--- src/rtl/cr16_flag_tracer_if.sv ---
// Bus bundle between the CR16 flag tracer and its host: flag observation, capture
// control, pop interface and status.
interface cr16_flag_tracer_if #(
  parameter int unsigned FLAG_W = 5,
  parameter int unsigned DEPTH  = 16,
  parameter int unsigned TS_W   = 16
);
  localparam int unsigned CntW = $clog2(DEPTH) + 1;

  logic [FLAG_W-1:0]      Flags;
  logic                   Arm;
  logic                   Mode;
  logic [FLAG_W-1:0]      TrigMask;
  logic [FLAG_W-1:0]      TrigValue;
  logic                   RdEn;
  logic                   CpuReset;
  logic [TS_W+FLAG_W-1:0] RdData;
  logic                   RdValid;
  logic [CntW-1:0]        Count;
  logic                   Done;

  modport master (
    output Flags, Arm, Mode, TrigMask, TrigValue, RdEn,
    input  CpuReset, RdData, RdValid, Count, Done
  );

  modport slave (
    input  Flags, Arm, Mode, TrigMask, TrigValue, RdEn,
    output CpuReset, RdData, RdValid, Count, Done
  );
endinterface

--- src/rtl/cr16_flag_tracer.sv ---
// CR16 bring-up fixture: stretched core reset plus a triggered circular trace of the
// ALU flag vector {C,L,F,Z,N}, read back oldest-first through a pop port.
module cr16_flag_tracer #(
  parameter int unsigned FLAG_W     = 5,
  parameter int unsigned DEPTH      = 16,
  parameter int unsigned POST       = 8,
  parameter int unsigned RST_CYCLES = 3,
  parameter int unsigned TS_W       = 16
) (
  input logic              Clk,
  input logic              Reset,
  cr16_flag_tracer_if.slave bus
);
  localparam int unsigned PtrW  = $clog2(DEPTH);
  localparam int unsigned CntW  = PtrW + 1;
  localparam int unsigned BootW = $clog2(RST_CYCLES + 1);
  localparam int unsigned EntW  = TS_W + FLAG_W;

  localparam logic [BootW-1:0] BootLast = BootW'(RST_CYCLES);
  localparam logic [PtrW-1:0]  PostLast = PtrW'((POST == 0) ? 0 : POST - 1);
  localparam logic [CntW-1:0]  CntFull  = CntW'(DEPTH);

  typedef enum logic [2:0] {StBoot, StIdle, StPre, StPostT, StDone} state_e;

  state_e state_q, state_d;

  logic [BootW-1:0]  boot_cnt_q, boot_cnt_d;
  logic [TS_W-1:0]   ts_q, ts_d;
  logic [PtrW-1:0]   wr_ptr_q, wr_ptr_d;
  logic [PtrW-1:0]   rd_ptr_q, rd_ptr_d;
  logic [CntW-1:0]   count_q, count_d;
  logic [PtrW-1:0]   post_cnt_q, post_cnt_d;
  logic [FLAG_W-1:0] last_q, last_d;
  logic              first_q, first_d;
  logic              mode_q, mode_d;
  logic [FLAG_W-1:0] mask_q, mask_d;
  logic [FLAG_W-1:0] value_q, value_d;
  logic              done_q, done_d;
  logic              rd_valid_q, rd_valid_d;
  logic [EntW-1:0]   rd_data_q, rd_data_d;

  logic [EntW-1:0]   mem_q [DEPTH];

  logic arm_ok, sampling, trig_hit, store, post_last, pop, boot_done;

  always_comb begin
    arm_ok    = bus.Arm && (state_q != StBoot);
    sampling  = (state_q == StPre) || (state_q == StPostT);
    trig_hit  = (state_q == StPre) && (((bus.Flags ^ value_q) & mask_q) == '0);
    // The trigger sample is stored even when Mode 1 would drop it as unchanged.
    store     = sampling && !arm_ok &&
                (trig_hit || !mode_q || first_q || (bus.Flags != last_q));
    post_last = (state_q == StPostT) && store && (post_cnt_q == PostLast);
    // Re-arm wins over a coincident pop since it discards the buffer anyway.
    pop       = done_q && bus.RdEn && !bus.Arm && (count_q != '0);
    boot_done = (state_q == StBoot) && (boot_cnt_q == BootLast);
  end

  // State register.
  always_ff @(posedge Clk) begin
    if (!Reset) state_q <= StBoot;
    else        state_q <= state_d;
  end

  // Next-state logic.
  always_comb begin
    state_d = state_q;
    unique case (state_q)
      StBoot:         if (boot_done) state_d = StIdle;
      StIdle, StDone: if (bus.Arm) state_d = StPre;
      StPre: begin
        if (bus.Arm)       state_d = StPre;
        else if (trig_hit) state_d = (POST == 0) ? StDone : StPostT;
      end
      StPostT: begin
        if (bus.Arm)        state_d = StPre;
        else if (post_last) state_d = StDone;
      end
      default: state_d = StBoot;
    endcase
  end

  // Outputs.
  always_comb begin
    bus.CpuReset = (state_q == StBoot);
    bus.Done     = done_q;
    bus.RdValid  = rd_valid_q;
    bus.RdData   = rd_data_q;
    bus.Count    = count_q;
  end

  // Datapath next-state.
  always_comb begin
    boot_cnt_d = boot_cnt_q;
    ts_d       = ts_q;
    wr_ptr_d   = wr_ptr_q;
    rd_ptr_d   = rd_ptr_q;
    count_d    = count_q;
    post_cnt_d = post_cnt_q;
    last_d     = last_q;
    first_d    = first_q;
    mode_d     = mode_q;
    mask_d     = mask_q;
    value_d    = value_q;
    rd_data_d  = rd_data_q;
    rd_valid_d = pop;
    // Done lags DONE entry by one cycle so the final write has settled before readout.
    done_d     = (state_q == StDone) && (state_d == StDone);

    if ((state_q == StBoot) && !boot_done) boot_cnt_d = boot_cnt_q + BootW'(1);

    if (arm_ok) begin
      ts_d       = '0;
      wr_ptr_d   = '0;
      rd_ptr_d   = '0;
      count_d    = '0;
      post_cnt_d = '0;
      first_d    = 1'b1;
      mode_d     = bus.Mode;
      mask_d     = bus.TrigMask;
      value_d    = bus.TrigValue;
    end else if (sampling) begin
      ts_d    = ts_q + TS_W'(1);
      first_d = 1'b0;
      if (store) begin
        wr_ptr_d = wr_ptr_q + PtrW'(1);
        last_d   = bus.Flags;
        if (count_q == CntFull) rd_ptr_d = rd_ptr_q + PtrW'(1);
        else                    count_d  = count_q + CntW'(1);
        if (state_q == StPostT) post_cnt_d = post_cnt_q + PtrW'(1);
      end
    end

    if (pop) begin
      rd_data_d = mem_q[rd_ptr_q];
      rd_ptr_d  = rd_ptr_q + PtrW'(1);
      count_d   = count_q - CntW'(1);
    end
  end

  always_ff @(posedge Clk) begin
    if (!Reset) begin
      boot_cnt_q <= '0;
      ts_q       <= '0;
      wr_ptr_q   <= '0;
      rd_ptr_q   <= '0;
      count_q    <= '0;
      post_cnt_q <= '0;
      last_q     <= '0;
      first_q    <= 1'b0;
      mode_q     <= 1'b0;
      mask_q     <= '0;
      value_q    <= '0;
      done_q     <= 1'b0;
      rd_valid_q <= 1'b0;
      rd_data_q  <= '0;
    end else begin
      boot_cnt_q <= boot_cnt_d;
      ts_q       <= ts_d;
      wr_ptr_q   <= wr_ptr_d;
      rd_ptr_q   <= rd_ptr_d;
      count_q    <= count_d;
      post_cnt_q <= post_cnt_d;
      last_q     <= last_d;
      first_q    <= first_d;
      mode_q     <= mode_d;
      mask_q     <= mask_d;
      value_q    <= value_d;
      done_q     <= done_d;
      rd_valid_q <= rd_valid_d;
      rd_data_q  <= rd_data_d;
    end
  end

  // Trace storage needs no reset; Count bounds what is ever read.
  always_ff @(posedge Clk) begin
    if (store) mem_q[wr_ptr_q] <= {ts_q, bus.Flags};
  end
endmodule
--- src/flat_wrapper.sv ---
// flat-port wrapper written by rule: the top's interface ports become plain ports
module cr16_flag_tracer_flat 
#(
  parameter int unsigned FLAG_W     = 5,
  parameter int unsigned DEPTH      = 16,
  parameter int unsigned POST       = 8,
  parameter int unsigned RST_CYCLES = 3,
  parameter int unsigned TS_W       = 16
)
  (Clk, Reset, bus_Flags, bus_Arm, bus_Mode, bus_TrigMask, bus_TrigValue, bus_RdEn, bus_CpuReset, bus_RdData, bus_RdValid, bus_Count, bus_Done);
  cr16_flag_tracer_if #(.FLAG_W(FLAG_W), .DEPTH(DEPTH), .TS_W(TS_W)) bus_i ();
  input logic Clk;
  input logic Reset;
  input wire logic [$bits(bus_i.Flags)-1:0] bus_Flags;
  input wire logic [$bits(bus_i.Arm)-1:0] bus_Arm;
  input wire logic [$bits(bus_i.Mode)-1:0] bus_Mode;
  input wire logic [$bits(bus_i.TrigMask)-1:0] bus_TrigMask;
  input wire logic [$bits(bus_i.TrigValue)-1:0] bus_TrigValue;
  input wire logic [$bits(bus_i.RdEn)-1:0] bus_RdEn;
  output wire logic [$bits(bus_i.CpuReset)-1:0] bus_CpuReset;
  output wire logic [$bits(bus_i.RdData)-1:0] bus_RdData;
  output wire logic [$bits(bus_i.RdValid)-1:0] bus_RdValid;
  output wire logic [$bits(bus_i.Count)-1:0] bus_Count;
  output wire logic [$bits(bus_i.Done)-1:0] bus_Done;
  assign bus_i.Flags = bus_Flags;
  assign bus_i.Arm = bus_Arm;
  assign bus_i.Mode = bus_Mode;
  assign bus_i.TrigMask = bus_TrigMask;
  assign bus_i.TrigValue = bus_TrigValue;
  assign bus_i.RdEn = bus_RdEn;
  assign bus_CpuReset = bus_i.CpuReset;
  assign bus_RdData = bus_i.RdData;
  assign bus_RdValid = bus_i.RdValid;
  assign bus_Count = bus_i.Count;
  assign bus_Done = bus_i.Done;
  cr16_flag_tracer #(.FLAG_W(FLAG_W), .DEPTH(DEPTH), .POST(POST), .RST_CYCLES(RST_CYCLES), .TS_W(TS_W)) u_core (.Clk(Clk), .Reset(Reset), .bus(bus_i));
endmodule
--- config.mk ---
export PLATFORM = sky130hd
export DESIGN_NAME = cr16_flag_tracer_flat
export DESIGN_NICKNAME = d
export VERILOG_FILES = /design/src/rtl/cr16_flag_tracer_if.sv /design/src/rtl/cr16_flag_tracer.sv /design/src/flat_wrapper.sv
export SDC_FILE = /design/constraint.sdc
export NUM_CORES = 1
export LEC_CHECK = 0
export CAP_MARGIN = 10
export CORE_AREA = 2 2 144 217
export DETAILED_ROUTE_END_ITERATION = 10
export DIE_AREA = 0 0 146 219
export PLACE_DENSITY_LB_ADDON = 0.2
export SYNTH_ARGS = -nofsm -noshare
export SYNTH_HDL_FRONTEND = slang
export SYNTH_SLANG_ARGS = --single-unit
--- constraint.sdc ---
create_clock -name Clk -period 4.91 [get_ports Clk]
set_input_delay 1.473 -clock Clk [delete_from_list [all_inputs] [get_ports Clk]]
set_output_delay 1.473 -clock Clk [all_outputs]
set_load 0.01 [all_outputs]
* Word level (Yosys, flattened, before mapping)
Memory sizes are Yosys's and may differ from the RTL's. A register that Yosys moved wholly into a read port is not among the register bits. Cells that the tools add are included.
Word-level totals: logic and storage cells 93, memory bits (read-only) 0, bits of input ports 20, bits in registers 57, bits in latches 0, RAM bits 336, memories kept 1
Cells by class: magnitude comparators 0, multiply operators 0, equal/unequal tests 10, $add $sub $neg 7, shift operators 0, bitwise gates (word level) 4, reductions and logical operators 36, divide/modulo/power cells 0, muxes and demuxes 21
Memories:
- u_core.mem_q | depth 16, width 21, read ports 1, clocked after Yosys merged registers in 1, write ports 1, RTL line cr16_flag_tracer.sv:42 | logic [EntW-1:0] mem_q [DEPTH];
Operator list (count):
- 5-bit two-way mux | 5
- 4-bit two-way mux | 5
- 3-bit two-way mux | 6
- 16-bit by 1-bit adder with 16-bit output, second input constant | 1
- 4-bit by 1-bit adder with 4-bit output, second input constant | 3
- 1-bit logical AND | 12
- 3-bit one-hot mux with 4 select lines | 1
- 3-bit AND reduction | 4
- 3-bit nonzero test | 4
- 3-bit by 2-bit == test with 1-bit output, second input constant | 2
- 3-bit == test, second input constant | 2
- 5-bit by 1-bit adder with 5-bit output, second input constant | 1
- 5-bit AND | 1
- 5-bit == test, second input constant | 1
- 1-bit zero test | 5
- 5-bit zero test | 1
- 5-bit != test | 1
- 5-bit nonzero test | 1
- 5-bit by 1-bit subtractor with 5-bit output, second input constant | 1
- 5-bit bitwise XOR | 1
- 4-bit by 3-bit == test with 1-bit output, second input constant | 1
- 1-bit logical OR | 4
- 1-bit two-way mux | 4
- 2-bit OR reduction | 2
- 8 further kinds | 9

* Depth between registers and ports, before layout
depth in word-level cells 15, gate-level depth with buffers 9

* Least setup slack after synthesis
OpenSTA, ideal clock, no wires.
path kind input to register, start in bus_Flags[2], end mem u_core.mem_q[11][0] in the netlist's numbering (enable), setup slack 0.711 ns, data required time 4.485 ns, stages on the path 5, arrival time 3.774 ns, cells stage by stage xor2_1 > a22oi_1 > and4_1 > o21ai_0 > nor3_1
Between the ends: word-level cells in the longest chain between the ends 10, elaborated cells on any way between the ends 11
RTL lines:
- start: declaration | RTL line flat_wrapper.sv:14 | input wire logic [$bits(bus_i.Flags)-1:0] bus_Flags;
- 5-bit bitwise XOR | RTL line cr16_flag_tracer.sv:49 | trig_hit = (state_q == StPre) && (((bus.Flags ^ value_q) & mask_q) == '0);
- 5-bit AND | RTL line cr16_flag_tracer.sv:49
- 5-bit zero test | RTL line cr16_flag_tracer.sv:49
- 1-bit logical AND | RTL line cr16_flag_tracer.sv:49
- 1-bit logical OR (2 in a row) | RTL line cr16_flag_tracer.sv:52 | (trig_hit || !mode_q || first_q || (bus.Flags != last_q));
- 1-bit logical OR (*) | RTL line cr16_flag_tracer.sv:52
- 1-bit logical AND (*) | RTL line cr16_flag_tracer.sv:51 | store = sampling && !arm_ok &&
- 1-bit two-way mux (*) | RTL line cr16_flag_tracer.sv:177 | if (store) mem_q[wr_ptr_q] <= {ts_q, bus.Flags};
- 1-bit two-way mux (implied by the code) (*) | RTL line cr16_flag_tracer.sv:177
- end: declaration | RTL line cr16_flag_tracer.sv:42
Mark *: on every way between the ends. The rest lies on a longest branch, timed or not.

* Worst setup path in the final report
start in bus_Flags[3], end mem u_core.mem_q[0][5] in the netlist's numbering (enable)
Same word-level chain as after synthesis.

==> metrics <==
hold_sp u_core.bus.RdData[8]; hold buffers post-CTS 0; Die Ht 219 um; final worst path period share 72.29%; final slew viol count 0; ANT nets after route 0; Commonest cells post-synth 336 x edfxtp_1, 91 x nand2_1, 78 x dfxtp_1, 78 x mux4_2, 51 x a21oi_1; clock buffer depth 3; total number of vias 8509; final setup TNS 0 ps; Vias per Instance 5.950; Filler cells 2190; WHS Path Cells 2; syn_area_per_cell 17.95 sq um; status finished, final reports clean; Slew headroom 27.29%; FP Rows 78; TritonCTS buffer count 38; NetSw 1.554 mW; CTS tree done; Hold WC Path Type reg -> reg; share of the synthesized area in the top cell type 61.64%; max_cap viols 0; CTS resizes 0; total power 7.495 mW; top cells by area, synth edfxtp_1 62%, mux4_2 11%, dfxtp_1 9.5%; clock share of power 42.3%; CP Data Arrival Time 3780 ps; Mapped Cells 912; hold_ws 453.4 ps; Internal 5.941 mW; GRT Util Overall 23.35%; DIE AREA 0.03197 sq mm; Setup CP Type in -> reg; Initial Utilization 54.46%; post-synthesis cell type count 56; post-synthesis sequential area ratio 71.18%; vias in the first global route 8834; Root Driver clkbuf_16; CP required 5140 ps; fraction of registers with async set/reset 0%; net count after synthesis 942; Slew @ Worst Pin 1091 ps; total grt overflow 0; post-synth top area cell edfxtp_1; Worst setup SP type primary input; gp weighted congestion 0.8195; Area Growth Syn to Fin 15.36%; CP Max Fanout 16; placement-stage cell area 0.01751 sq mm; final count of negative-setup-slack endpoints 0; flops & latches, synth 414; DP HPWL 22740 um; Hold Vio Cnt, Final 0; CTS HTree Levels 2; Max Clock Freq 281.7 MHz; sw frac 20.74%; Sequential Power Share 51.5%; PwrDens 396.9 mW/mm^2; hold worst-path end u_core.bus.RdData[8]; first-pass GRT wire length 54740 um; Clock Pin Slew Worst Setup and Hold Paths 60 ps; YS warnings 0; io pins 49; Worst R2R End u_core.bus.RdData[5]; DRT iter0 DRCs 629; count leader, synth edfxtp_1; fin util 62.82%; Synth Cell Area 0.01637 sq mm; largest net degree at the start of global routing 75; post-layout min period 3549 ps; layout cells sized above 1 20.19%; fin nets 1030; most used flip-flop cell after synthesis edfxtp_1; final wirelength 35930 um; reg2reg setup slack 2150 ps; worst clock skew 13.77 ps; clock sink count 414; die width 146 um; maximum vdd drop 210.7 uV; CORE AREA 0.03006 sq mm; Antenna Diode Count 0; Leak Pwr 6.272 nW; # DRC 0; Comb pwr share 6.2%; r2r worst-path depth 5; initial antenna violation count 0; Port Buf Inserts 48; clk_lat worst skew 540 ps; Final Cell Area 0.01888 sq mm; unrepaired setup endpoints after global routing no; kind of end point of the critical path flip-flop; number of setup buffers added after CTS 0; total iterations of the first detailed-routing run 5; number of synthesized flops with an enable pin 336; WL/cell 25.12 um; RR Startpoint u_core.rd_ptr_q[0]
[state kept, by name, summed over array words and instances, names as in the netlist]
register / cells
u_core.bus.RdValid: 1
u_core.boot_cnt_q: 2
u_core.rd_ptr_q: 4
u_core.bus.RdData: 21
u_core.bus.Done: 1
u_core.mask_q: 5
u_core.first_q: 1
u_core.wr_ptr_q: 4
u_core.post_cnt_q: 4
u_core.state_q: 3
u_core.value_q: 5
u_core.mode_q: 1
u_core.mem_q: 336
u_core.ts_q: 16
u_core.last_q: 5
u_core.bus.Count: 5
[per-layer routing]
metal	track usage [%]	vias up	wire length [um]	part of all wire, %
met5	0	-	0	0
met2	42.83	278	19470	54
met1	28.15	4384	13520	38
met4	8.576	0	1182	3.3
li1	-	3794	-	-
met3	3.430	53	1761	4.9
[power by group through the flow]
stage	sequential, mW	combinational [mW]	clock [mW]
final	3.86	0.463	3.17
after global routing	3.87	0.501	3.36
after CTS	3.86	0.468	3.22
after detailed placement	3.94	0.464	0
after global placement	3.94	0.459	0
after floorplan	3.91	0.344	0
[layout by cell type (no fill, tap or decap), drive strengths merged, types with 4 or more instances in the layout]
cell type,count
clkinvlp,7
o21ai,5
mux4,105
buf,48
nand2b,4
nor2b,5
nor3,6
dfxtp,78
nand4,4
nand3,14
xnor2,11
clkdlybuf4s50,48
xor2,16
mux2i,10
a21oi,52
bufinv,6
nor2,41
nand2,92
and3,18
inv,7
clkbuf,50
clkinv,7
o211ai,4
edfxtp,336
ha,10
nand3b,4
o21a,4
[worst max-delay path, cell delays in order]
cell	delay, ps
clkdlybuf4s50_1	510
xor2_1	200
a22oi_1	310
and4_1	300
or2_2	300
and3_1	380
buf_4	280
[per-stage QoR]
stage,worst slack (ps),instances
detailed placement,796.5,1360
global route,1250,1430
CTS,1356,1430
finish,1361,1430
floorplan,710.9,912
global placement,846.7,1360
[worst max-delay path by stage]
stage                       from                   to
global placement    bus_Flags[3]   u_core.mem_q[0][5]
finish              bus_Flags[3]   u_core.mem_q[0][5]
global route        bus_Flags[3]   u_core.mem_q[0][5]
floorplan           bus_Flags[2]  u_core.mem_q[11][0]
detailed placement  bus_Flags[3]   u_core.mem_q[0][5]
CTS                 bus_Flags[3]   u_core.mem_q[0][5]
[area by class of cell]
| class | instances | area (sq um) | area share, % |
|---|---|---|---|
| clock inverters | 20 | 264.0 | 1.398 |
| repair buffers | 96 | 890.9 | 4.717 |
| inverters | 7 | 26.28 | 0.1391 |
| flip-flops and latches | 414 | 11660 | 61.74 |
| well taps | 400 | 500.5 | 2.650 |
| multi-input cells | 443 | 4433 | 23.47 |
| clock buffers | 50 | 1110 | 5.877 |
[logic make-up (layout without fill, tap and decap cells)]
logic type / after synthesis / in the layout / synth area share, %
buf+inv: 55 / 173 / 1.834
mux: 116 / 116 / 15.75
compound gates: 83 / 83 / 2.996
flops: 414 / 414 / 71.18
simple gates: 207 / 207 / 6.039
xor+xnor: 27 / 27 / 1.445
fa+ha+maj: 10 / 10 / 0.7644
(Power assumes the default switching activity.)
